===== src/rtl/otter_intc.sv =====
// -----------------------------------------------------------------------------
// otter_intc -- multi-source interrupt controller for the OTTER MCU.
//
// Rising edges on the peripheral lines are latched as pending. The lowest
// numbered source that is both pending and enabled wins arbitration. The
// controller raises `intr` until the MCU reports `int_taken`. It then holds
// the winning ID in CAUSE until software writes that ID to ACK.
//
// Ports:
//   clk, rst_n   clock (rising edge), synchronous active-low reset
//   irq_src      peripheral interrupt lines (level in, edge detected)
//   int_taken    one-cycle pulse when the MCU enters its interrupt state
//   intr         interrupt request to the MCU
//   iobus_addr   MMIO address
//   iobus_out    MMIO write data
//   iobus_wr     MMIO write strobe
//   rd_data      register read data, zero outside the window
//   rd_hit       iobus_addr lies inside the 4-word register window
//
// Register window (byte offsets from BASE_ADDR):
//   0x0 PENDING (RO), 0x4 ENABLE (RW), 0x8 CAUSE (RO: bit31 valid,
//   bits[4:0] ID), 0xC ACK (WO: write the source ID to clear it, reads 0)
// -----------------------------------------------------------------------------
module otter_intc #(
  parameter int          N_SRC     = 8,
  parameter logic [31:0] BASE_ADDR = 32'h1100_0100
) (
  input  logic             clk,
  input  logic             rst_n,
  input  logic [N_SRC-1:0] irq_src,
  input  logic             int_taken,
  output logic             intr,
  input  logic [31:0]      iobus_addr,
  input  logic [31:0]      iobus_out,
  input  logic             iobus_wr,
  output logic [31:0]      rd_data,
  output logic             rd_hit
);

  typedef enum logic [1:0] {
    IDLE    = 2'd0,
    REQ     = 2'd1,
    SERVICE = 2'd2
  } state_t;

  typedef enum logic [1:0] {
    REG_PENDING = 2'd0,
    REG_ENABLE  = 2'd1,
    REG_CAUSE   = 2'd2,
    REG_ACK     = 2'd3
  } reg_sel_t;

  state_t           state;
  logic [N_SRC-1:0] prev;
  logic [N_SRC-1:0] pending;
  logic [N_SRC-1:0] enable;
  logic             cause_valid;
  logic [4:0]       cause_id;

  // ---------------------------------------------------------------------------
  // Address decode. Subtracting the base keeps the decode correct for any
  // word-aligned base, even one that is not 16-byte aligned.
  // ---------------------------------------------------------------------------
  logic [31:0] offset;
  reg_sel_t    reg_sel;
  logic        en_wr;
  logic        ack_wr;
  logic [4:0]  ack_id;

  assign offset  = iobus_addr - BASE_ADDR;
  assign rd_hit  = (offset[31:4] == 28'd0);
  assign reg_sel = reg_sel_t'(offset[3:2]);
  assign en_wr   = iobus_wr && rd_hit && (reg_sel == REG_ENABLE);
  assign ack_wr  = iobus_wr && rd_hit && (reg_sel == REG_ACK);
  assign ack_id  = iobus_out[4:0];

  // Only the low bits of the write data and the word part of the offset
  // matter. The remaining bits are consumed here on purpose.
  logic unused_ok;
  assign unused_ok = ^{iobus_out, offset[1:0]};

  // ---------------------------------------------------------------------------
  // Edge detect, acknowledge mask and arbitration.
  // ---------------------------------------------------------------------------
  logic [N_SRC-1:0] rise;
  logic [N_SRC-1:0] ack_clr;
  logic [N_SRC-1:0] req_vec;
  logic [4:0]       winner;

  assign rise    = irq_src & ~prev;
  assign req_vec = pending & enable;

  // NOTE: every combinational output gets a default before any conditional
  // assignment, so no path through the block can leave it holding a value
  // (which would infer a latch).
  always_comb begin
    ack_clr = '0;
    // IDs at or above N_SRC match no bit, so they are ignored naturally.
    for (int i = 0; i < N_SRC; i++) begin
      ack_clr[i] = ack_wr && (ack_id == 5'(i));
    end
  end

  // Scan from the top down so that the lowest set index is assigned last.
  always_comb begin
    winner = '0;
    for (int i = N_SRC - 1; i >= 0; i--) begin
      if (req_vec[i]) winner = 5'(i);
    end
  end

  // ---------------------------------------------------------------------------
  // State, pending/enable registers and CAUSE.
  // ---------------------------------------------------------------------------
  // NOTE: sequential state uses non-blocking assignments only. Every register
  // then samples pre-edge values, whatever order the statements appear in.
  always_ff @(posedge clk) begin
    if (!rst_n) begin
      state       <= IDLE;
      prev        <= '1;  // lines held high through reset do not count as edges
      pending     <= '0;
      enable      <= '0;
      cause_valid <= 1'b0;
      cause_id    <= '0;
    end else begin
      prev    <= irq_src;
      // A new edge overrides a simultaneous acknowledge of the same bit.
      pending <= (pending & ~ack_clr) | rise;
      if (en_wr) enable <= iobus_out[N_SRC-1:0];

      unique case (state)
        IDLE: begin
          if (|req_vec) state <= REQ;
        end
        REQ: begin
          if (int_taken) begin
            cause_valid <= 1'b1;
            cause_id    <= winner;
            state       <= SERVICE;
          end else if (req_vec == '0) begin
            state <= IDLE;
          end
        end
        SERVICE: begin
          if (ack_wr && (ack_id == cause_id)) begin
            cause_valid <= 1'b0;
            state       <= IDLE;
          end
        end
        default: state <= IDLE;
      endcase
    end
  end

  assign intr = (state == REQ);

  // ---------------------------------------------------------------------------
  // Read mux. Reads have no side effects.
  // ---------------------------------------------------------------------------
  always_comb begin
    rd_data = '0;
    if (rd_hit) begin
      unique case (reg_sel)
        REG_PENDING: rd_data = 32'(pending);
        REG_ENABLE:  rd_data = 32'(enable);
        REG_CAUSE:   rd_data = {cause_valid, 26'd0, cause_id};
        default:     rd_data = '0;
      endcase
    end
  end

endmodule

===== config.mk =====
export PLATFORM = sky130hd
export DESIGN_NAME = otter_intc
export DESIGN_NICKNAME = d
export VERILOG_FILES = /design/src/rtl/otter_intc.sv
export SDC_FILE = /design/constraint.sdc
export NUM_CORES = 1
export LEC_CHECK = 0
export ABC_CLOCK_PERIOD_IN_PS = 3030
export CAP_MARGIN = 10
export CORE_MARGIN = 1.5
export CORE_UTILIZATION = 44
export CTS_CLUSTER_DIAMETER = 40
export DETAILED_ROUTE_END_ITERATION = 8
export PLACE_DENSITY = 0.92
export SLEW_MARGIN = 20
export SYNTH_ARGS = -nofsm -noshare
export SYNTH_HDL_FRONTEND = slang
export SYNTH_SLANG_ARGS = --single-unit
export TNS_END_PERCENT = 30

===== constraint.sdc =====
create_clock -name clk -period 3.03 [get_ports clk]
set_input_delay 0.303 -clock clk [delete_from_list [all_inputs] [get_ports clk]]
set_output_delay 0.303 -clock clk [all_outputs]
set_load 0.03 [all_outputs]

==> results of run 1 <==
## repair_timing
item	CTS	global route
resized for setup	3	13
buffers inserted	3	1
endpoints found under the setup margin	5	10
pin swaps	4	3
hold buffers	0	0
## metrics by stage
step	instances	util, %	TNS (ns)
2_1_floorplan	298	-	0
3_3_place_gp	408	60.00	0
3_5_place_dp	408	60.00	-0.07919
4_1_cts	419	62.49	0
5_1_grt	420	63.95	-0.01042
6_report	420	63.95	0
## cells by family after synthesis
| kind of cell | after synthesis | synth area share, % |
|---|---|---|
| buffers and inverters | 35 | 9.894 |
| AND/OR/NAND/NOR | 124 | 34.85 |
| multiplexers | 8 | 3.558 |
| other | 1 | 0.1666 |
| XOR/XNOR | 5 | 1.945 |
| flip-flops | 30 | 26.68 |
| AO/OA/AOI/OAI | 73 | 22.90 |
## synthesized netlist by cell type, types with 6 or more instances
library cell   n  area, um^2
o21ai_0       13       65.06
nor4_1         6       37.54
o31ai_1        8       60.06
buf_4         24       180.2
nor2_1        16       60.06
nor2b_1       14       87.58
dfxtp_1       30       600.6
nand2b_1      10       62.56
mux2i_1        8       80.08
nor3_1        13       65.06
a21oi_1       19       95.09
nand2_1       14       52.55
nand4_1       12       75.07
## routing by layer
| layer | share of wire (%) | global-route usage (%) | vias to the layer above |
|---|---|---|---|
| met5 | 0 | 0 | - |
| met3 | 7.2 | 5.962 | 14 |
| met4 | 1.7 | 6.869 | 0 |
| met2 | 49 | 40.18 | 121 |
| li1 | - | - | 1155 |
| met1 | 42 | 31.76 | 1156 |
## sequential cells by signal, indices dropped and copies added (netlist names)
| name | cells |
|---|---|
| cause_valid | 1 |
| pending | 8 |
| state | 2 |
| cause_id | 3 |
| enable | 8 |
| prev | 8 |
## critical path: stages
cell	delay, ns
clkdlybuf4s50_1	0.51
or3_4	0.37
o31a_1	0.33
nor3_2	0.18
o211ai_1	0.17
buf_4	0.17
or2_4	0.25
nor3_2	0.19
buf_4	0.19
## final cells by class
class | instances | area share, %
Clock inverter | 1 | 0.1625
Timing Repair Buffer | 78 | 23.44
Multi-Input combinational cell | 233 | 50.89
Clock buffer | 7 | 2.803
Tap cell | 67 | 2.721
Sequential cell | 30 | 19.50
Inverter | 4 | 0.4874
## how the worst max path moves through the flow
stage / from / endpoint
6_report: iobus_addr[16] / rd_data[0]
3_5_place_dp: iobus_addr[10] / rd_data[3]
4_1_cts: iobus_addr[11] / rd_data[7]
5_1_grt: iobus_addr[16] / rd_data[0]
2_1_floorplan: iobus_addr[10] / rd_data[3]
3_3_place_gp: iobus_addr[10] / rd_data[3]
## power by group through the flow
stage	Clock [mW]	Combinational, mW	Sequential, mW
global placement	0	0.206	0.421
floorplan	0	0.128	0.419
global route	0.359	0.236	0.414
detailed placement	0	0.210	0.421
CTS	0.336	0.212	0.413
finish	0.334	0.220	0.413
==> reports/results.tsv, run 1 <==
metric	value	unit
power.switching	282.0	uW
dpl_cell_area	0.002890	mm^2
drt_iter0_drc	130	
grt_pass1_vias	2271	
async_flop_share	0	%
p_clk_share	34.5	%
diodes	0	
synth_warnings	0	
synth_ff_type	dfxtp_1	
drt_wl_total	6494	um
max_freq	0.3349	GHz
antenna_found_initial	0	
gp_congestion	0.8928	
multi_input_area	0.001568	mm^2
outcome	complete, no violations	
place_ws	-0.05154	ns
pwr_density_cell	314.2	mW/mm^2
hp-class	reg2reg	
numCtsBuffers	5	
h-tree-depth	2	
initial_utilization	46.73	%
die_w	74.53	um
wire_per_inst	15.46	um
root_buffer	clkbuf_8	
timing.final.crit_period	2.986	ns
p_seq_share	42.7	%
pin_count	110	
ff2ff_path_depth	5	
finalCritPeriodShare	98.55	%
fill_cells	419	
slew_headroom	62.47	%
drcViolationCount	0	
final_common_cell	clkdlybuf4s50_1	
clock_latency	0.29	ns
viasPerCell	5.824	
startpoint_type	primary input	
r2r_end	state[1]	
syn_inst	276	
grt_max_degree	20	
tightest_slew	0.5578	ns
combPwrFrac	22.8	%
min_from	cause_id[0]	
layout_common_cells	44 x clkdlybuf4s50_1, 30 x dfxtp_1, 28 x buf_4, 23 x conb_1, 19 x a21oi_1	
cts_sinks	30	
seqCellArea	600.6	um^2
ys_ff_latch	30	
crit_type	in2out	
syn_area_per_cell	8.155	um^2
drt_pass1_iterations	5	
grt_pass1_wl	10480	um
yosysUniqueCellTypes	59	
numPortBuffers	60	
sw_frac_of_total	29.14	%
setup_ws	0.04380	ns
drv_cap	0	
p_int	685.7	uW
final_cell_area	0.003080	mm^2
holdPathEnd	cause_id[0]	
worst-r2r-setup-slack	1.07	ns
dp_hpwl	4972	um
nets	428	
mappedNetlistArea	0.002251	mm^2
r2r-start	state[1]	
peakVddDrop	0.3571	mV
cts_tree	built	
cts.clk_slew.worst_paths	0.06	ns
die_h	74.53	um
hold_depth	2	
timing_hold_violations_final	0	
slew_viol_final	0	
arrival	2.68	ns
cp_max_fo	5	
endpoint_kind	primary output	
power	967.8	uW
design.core.area	0.004817	mm^2
grt_overflow	0	
final-setup-viol-count	0	
synthToLayoutAreaGrowth	36.85	%
synth_edf_count	0	
cp_data_required_time	2.73	ns
p_leak	1.130	nW
drtAntennaViolNets	0	
vias	2446	
seq_area_frac_synth	26.68	%
rows	25	
fp.dieArea	0.005554	mm^2
finalClockSkew	0.003934	ns
hold_slack	0.4919	ns
drive_gt1_share	18.13	%
track_usage	24.37	%
clock_path_buffers	2	
Power figures use the tool's default switching activity.
==> inputs of run 2 (changes only) <==
- CORE_ASPECT_RATIO: not set -> 0.9
- CORE_UTILIZATION: 44 -> 35
- PLACE_DENSITY: 0.92 -> 0.77
==> run 2 against run 1 <==
  * Fmax increased by 2.2%
  * Count of clock-buffer cells in the layout did not move
  * Clock power shrank 1%
  * Wire length fell by 0.85%
  * Sequential share of layout area increased by 0.13 points
==> reports/results.tsv, run 2 (synthesized netlist as in run 1, its figures left out) <==
metric	value	unit	change
outcome	complete, no violations		unchanged
r2r_end	state[1]		unchanged
timing.final.crit_period	2.921	ns	was 2.986 ns
r2r-start	state[0]		was state[1]
fill_cells	580		was 419
grt_pass1_vias	2150		was 2,271
h-tree-depth	2		unchanged
p_leak	1.092	nW	was 1.130 nW
fp.dieArea	0.006922	mm^2	was 0.005554 mm^2
drv_cap	0		unchanged
use_met2	30.54	%	was 40.18%
ff2ff_path_depth	6		was 5
final.setup.tns	0	ns	unchanged
clock_latency	0.28	ns	was 0.29 ns
cp_data_required_time	2.73	ns	about the same
endpoint_kind	primary output		unchanged
numCtsBuffers	5		unchanged
crit_start	iobus_addr[19]		was iobus_addr[16]
worst-r2r-setup-slack	1.05	ns	was 1.07 ns
finalCritPeriodShare	96.39	%	was 98.55%
track_usage	19.24	%	was 24.37%
root_buffer	clkbuf_8		unchanged
numPortBuffers	60		unchanged
drcViolationCount	0		unchanged
design.core.area	0.006182	mm^2	was 0.004817 mm^2
hold_buffers	0		unchanged
slew_viol_final	0		unchanged
slew_headroom	66.50	%	was 62.47%
crit_type	in2out		unchanged
drive_gt1_share	17.05	%	was 18.13%
initial_utilization	36.41	%	was 46.73%
tightest_slew	0.4981	ns	was 0.5578 ns
grt_overflow	0		unchanged
max_stage_delay	0.45	ns	was 0.51 ns
diodes	0		unchanged
cp_common_cell	buf_4		
timing_hold_violations_final	0		unchanged
startpoint_type	primary input		unchanged
finalClockSkew	0.005416	ns	was 0.003934 ns
grt_pass1_wl	10380	um	was 10,480 um
cts_tree	built		unchanged
rsz0062_at_grt	no		
final-setup-viol-count	0		unchanged
peakVddDrop	0.1664	mV	was 0.3571 mV
slowest_stage	clkdlybuf4s50_1		unchanged
antenna_found_initial	0		unchanged
final_common_cell	clkdlybuf4s50_1		unchanged
nets	427		was 428
reg_top3	enable: 8 flops, pending: 8 flops, prev: 8 flops		unchanged
max_freq	0.3424	GHz	was 0.3349 GHz
wire_per_inst	14.67	um	was 15.46 um
drt_pass1_iterations	5		unchanged
power	960.7	uW	was 967.8 uW
pwr_density_cell	313.9	mW/mm^2	was 314.2 mW/mm^2
pin_count	110		unchanged
rows	27		was 25
layout_common_cells	48 x clkdlybuf4s50_1, 30 x dfxtp_1, 27 x buf_4, 23 x conb_1, 19 x a21oi_1		was 44 x clkdlybuf4s50_1, 30 x dfxtp_1, 28 x buf_4, 23 x conb_1, 19 x a21oi_1
min_from	enable[1]		was cause_id[0]
drt_iter0_drc	165		was 130
cp_max_fo	5		unchanged
vias	2410		was 2,446
busiest_layer	met2		unchanged
drtAntennaViolNets	0		unchanged
cp_cell_sequence	clkdlybuf4s50_1, nor4_1, nand4_2, nor4_4, o21ai_2, nor4_2, buf_4, nor2b_2, buf_4		was clkdlybuf4s50_1, or3_4, o31a_1, nor3_2, o211ai_1, buf_4, or2_4, nor3_2, buf_4
synthToLayoutAreaGrowth	35.96	%	was 36.85%
arrival	2.62	ns	was 2.68 ns
grt_max_degree	14		was 20
clock_path_buffers	2		unchanged
gp_congestion	0.8962		was 0.8928
die_w	87.53	um	was 74.53 um
viasPerCell	5.490		was 5.824
dp_hpwl	5107	um	was 4972 um
use_met1	25.51	%	was 31.76%
cp-endpoint	rd_data[6]		was rd_data[0]
drt_wl_total	6439	um	was 6494 um
hp-class	reg2reg		unchanged
die_h	79.08	um	was 74.53 um
cts.clk_slew.worst_paths	0.07	ns	was 0.06 ns
cts_sinks	30		unchanged
use_met3	4.990	%	was 5.962%
run 2: final cells by class:
type	count	area (um^2)	share of cell area (%)
clock buffers	7	86.33	2.821
flip-flops and latches	30	600.6	19.62
inverters	4	15.01	0.4906
clock inverters	1	5.005	0.1635
repair buffers	77	708.2	23.14
multi-input cells	233	1536	50.20
well taps	87	108.9	3.557
run 2: timing repair:
action,CTS,global route
setup endpoints to repair,0,8
gates resized for setup,0,8
buffers inserted,0,1
run 2: how the worst min path moves through the flow:
stage | end | slack [ns] | cells after the start
2_1_floorplan | prev[0] | 0.38 | 1
3_3_place_gp | enable[1] | 0.47 | 2
3_5_place_dp | enable[0] | 0.48 | 2
4_1_cts | enable[0] | 0.49 | 2
5_1_grt | enable[0] | 0.51 | 2
6_report | enable[1] | 0.49 | 2
run 2: per-layer routing:
| metal | wire length (um) | part of all wire (%) | up-vias |
|---|---|---|---|
| met5 | 0 | 0 | - |
| met4 | 82 | 1.3 | 0 |
| met3 | 444 | 6.9 | 8 |
| met2 | 3010 | 47 | 110 |
| met1 | 2902 | 45 | 1141 |
| li1 | - | - | 1151 |
run 2: critical path, delay by kind of cell:
family                 cells  cell delay [ns]
AND/OR/NAND/NOR            5             1.39
buffers and inverters      3             0.80
AO/OA/AOI/OAI              1             0.11
run 2: metrics by stage:
stage	std cells	instance area, um^2	utilization, %	worst slack (ns)	hold slack [ns]
final	439	3060	49.50	0.1093	0.4885
after global routing	439	3060	49.50	0.01721	0.5085
after CTS	438	3022	48.88	0.01654	0.4873
after detailed placement	430	2930	47.40	0.02549	0.4780
after global placement	430	2930	47.40	0.04224	0.4693
after floorplan	298	2333	-	0.5190	0.3760
run 2: power breakdown:
group / switching [mW] / total (mW) / internal [mW]
logic: 0.120 / 0.218 / 0.0979
registers: 0.00719 / 0.413 / 0.406
clock network: 0.147 / 0.330 / 0.183
==> inputs of run 3 (changes only) <==
- ABC_CLOCK_PERIOD_IN_PS: 3030 -> not set
- CORE_UTILIZATION: 35 -> 44
- PLACE_DENSITY: 0.77 -> 0.92
- SKIP_CTS_REPAIR_TIMING: not set -> 1
==> run 3 against run 2 <==
  * Utilization up 14 points
  * Hold slack hardly changed
  * Clock skew up 0.0021 ns
  * Largest cell class unchanged
  * Non-clock buffer count increased by 8
==> reports/results.tsv, run 3 (synthesized netlist as in run 1, its figures left out) <==
metric	value	unit	change
outcome	complete, no violations		unchanged
reg_top3	enable: 8 flops, pending: 8 flops, prev: 8 flops		unchanged
grt_max_degree	14		unchanged
layout_common_cells	43 x clkdlybuf4s50_1, 35 x buf_4, 30 x dfxtp_1, 23 x conb_1, 19 x a21oi_1		was 48 x clkdlybuf4s50_1, 30 x dfxtp_1, 27 x buf_4, 23 x conb_1, 19 x a21oi_1
dp_hpwl	5156	um	was 5107 um
final-setup-viol-count	0		unchanged
peakVddDrop	0.2304	mV	was 0.1664 mV
crit_type	in2out		unchanged
grt_pass1_wl	10870	um	was 10,380 um
pin_count	110		unchanged
final.setup.tns	0	ns	unchanged
antenna_found_initial	0		unchanged
tightest_slew	0.5045	ns	was 0.4981 ns
pwr_density_cell	311.2	mW/mm^2	was 313.9 mW/mm^2
use_met3	4.516	%	was 4.990%
gp_congestion	0.9359		was 0.8962
final_util	63.70	%	was 49.50%
numCtsBuffers	5		unchanged
ff2ff_path_depth	5		was 6
diodes	0		unchanged
finalCritPeriodShare	96.35	%	was 96.39%
synthToLayoutAreaGrowth	38.52	%	was 35.96%
cts_sinks	30		unchanged
fill_cells	416		was 580
nets	435		was 427
drt_iter0_drc	190		was 165
setup_ws	0.1107	ns	was 0.1093 ns
min_from	enable[0]		was enable[1]
clock_latency	0.28	ns	about the same
use_met2	39.71	%	was 30.54%
viasPerCell	5.847		was 5.490
grt_overflow	0		unchanged
die_h	70.86	um	was 79.08 um
cp_max_fo	5		unchanged
finalClockSkew	0.007523	ns	was 0.005416 ns
final_cell_area	0.003118	mm^2	was 0.003060 mm^2
drcViolationCount	0		unchanged
cts.clk_slew.worst_paths	0.06	ns	was 0.07 ns
arrival	2.62	ns	about the same
cts_tree	built		unchanged
h-tree-depth	2		unchanged
track_usage	24.55	%	was 19.24%
use_met1	32.13	%	was 25.51%
hold_depth	2		unchanged
vias	2485		was 2,410
p_leak	1.178	nW	was 1.092 nW
startpoint_type	primary input		unchanged
slew_headroom	66.27	%	was 66.50%
timing_hold_violations_final	0		unchanged
drt_wl_total	6710	um	was 6439 um
endpoint_kind	primary output		unchanged
root_buffer	clkbuf_8		unchanged
final_common_cell	clkdlybuf4s50_1		unchanged
rows	24		was 27
initial_utilization	45.99	%	was 36.41%
max_freq	0.3426	GHz	was 0.3424 GHz
place_ws	0.02807	ns	was 0.02549 ns
clock_path_buffers	2		unchanged
busiest_layer	met2		unchanged
drtAntennaViolNets	0		unchanged
r2r-start	state[1]		was state[0]
r2r_end	state[1]		unchanged
grt_pass1_vias	2307		was 2,150
design.core.area	0.004895	mm^2	was 0.006182 mm^2
dpl_cell_area	0.002948	mm^2	was 0.002930 mm^2
wire_per_inst	15.79	um	was 14.67 um
drt_pass1_iterations	5		unchanged
drv_cap	0		unchanged
numPortBuffers	60		unchanged
multi_input_area	0.001549	mm^2	was 0.001536 mm^2
seqCellArea	600.6	um^2	unchanged
hp-class	reg2reg		unchanged
drive_gt1_share	18.61	%	was 17.05%
die_w	78.40	um	was 87.53 um
slew_viol_final	0		unchanged
cp_data_required_time	2.73	ns	about the same
holdPathEnd	enable[0]		was enable[1]
timing.final.crit_period	2.919	ns	was 2.921 ns
worst-r2r-setup-slack	1.04	ns	was 1.05 ns
fp.dieArea	0.005555	mm^2	was 0.006922 mm^2
[run 3: cell count changes in the layout (fill, tap and decap cells not counted), moves of 3 or more]
cell / delta
buf_4: +8
clkdlybuf4s50_1: -5
dlymetal6s2s_1: +5
nor2b_1: +3
nor2b_2: -3
[run 3: cell type report]
type	count	share of cell area, %
inverters	4	0.4815
repair buffers	85	25.04
flip-flops and latches	30	19.26
clock buffers	7	2.769
well taps	65	2.608
multi-input cells	233	49.68
clock inverters	1	0.1605
[run 3: metal layers]
metal | vias up | share of wire [%]
met5 | - | 0
met4 | 0 | 3.7
met3 | 23 | 6.5
met2 | 115 | 47
met1 | 1163 | 42
li1 | 1184 | -
[run 3: per-stage QoR]
stage	total power, mW	hold slack (ns)	cells
floorplan	0.5468	0.3760	298
global placement	0.6336	0.4670	414
detailed placement	0.6373	0.4833	414
CTS	0.9648	0.4878	422
global route	1.007	0.5091	425
finish	0.9704	0.4884	425
[run 3: worst max-delay path, cell delays in order]
cell             delay, ns
clkdlybuf4s50_1       0.47
buf_4                 0.18
a211oi_2              0.26
nand4_1               0.19
nor3_1                0.23
o211ai_1              0.19
nor4_2                0.30
buf_4                 0.18
nor2b_1               0.14
buf_4                 0.17
[run 3: worst max path at each step]
stage,depth (start not counted),endpoint,start,slack [ns]
after floorplan,6,rd_data[3],iobus_addr[10],0.52
after global placement,9,rd_data[7],iobus_addr[10],0.05
after detailed placement,9,rd_data[7],iobus_addr[10],0.03
after CTS,9,rd_data[6],iobus_addr[10],0.02
after global routing,9,rd_data[6],iobus_addr[14],-0.02
final,10,rd_data[6],iobus_addr[18],0.11
[run 3: power breakdown]
group	total [mW]	switching [mW]	internal, mW
logic	0.224	0.123	0.101
clock network	0.333	0.150	0.183
registers	0.413	0.00738	0.406
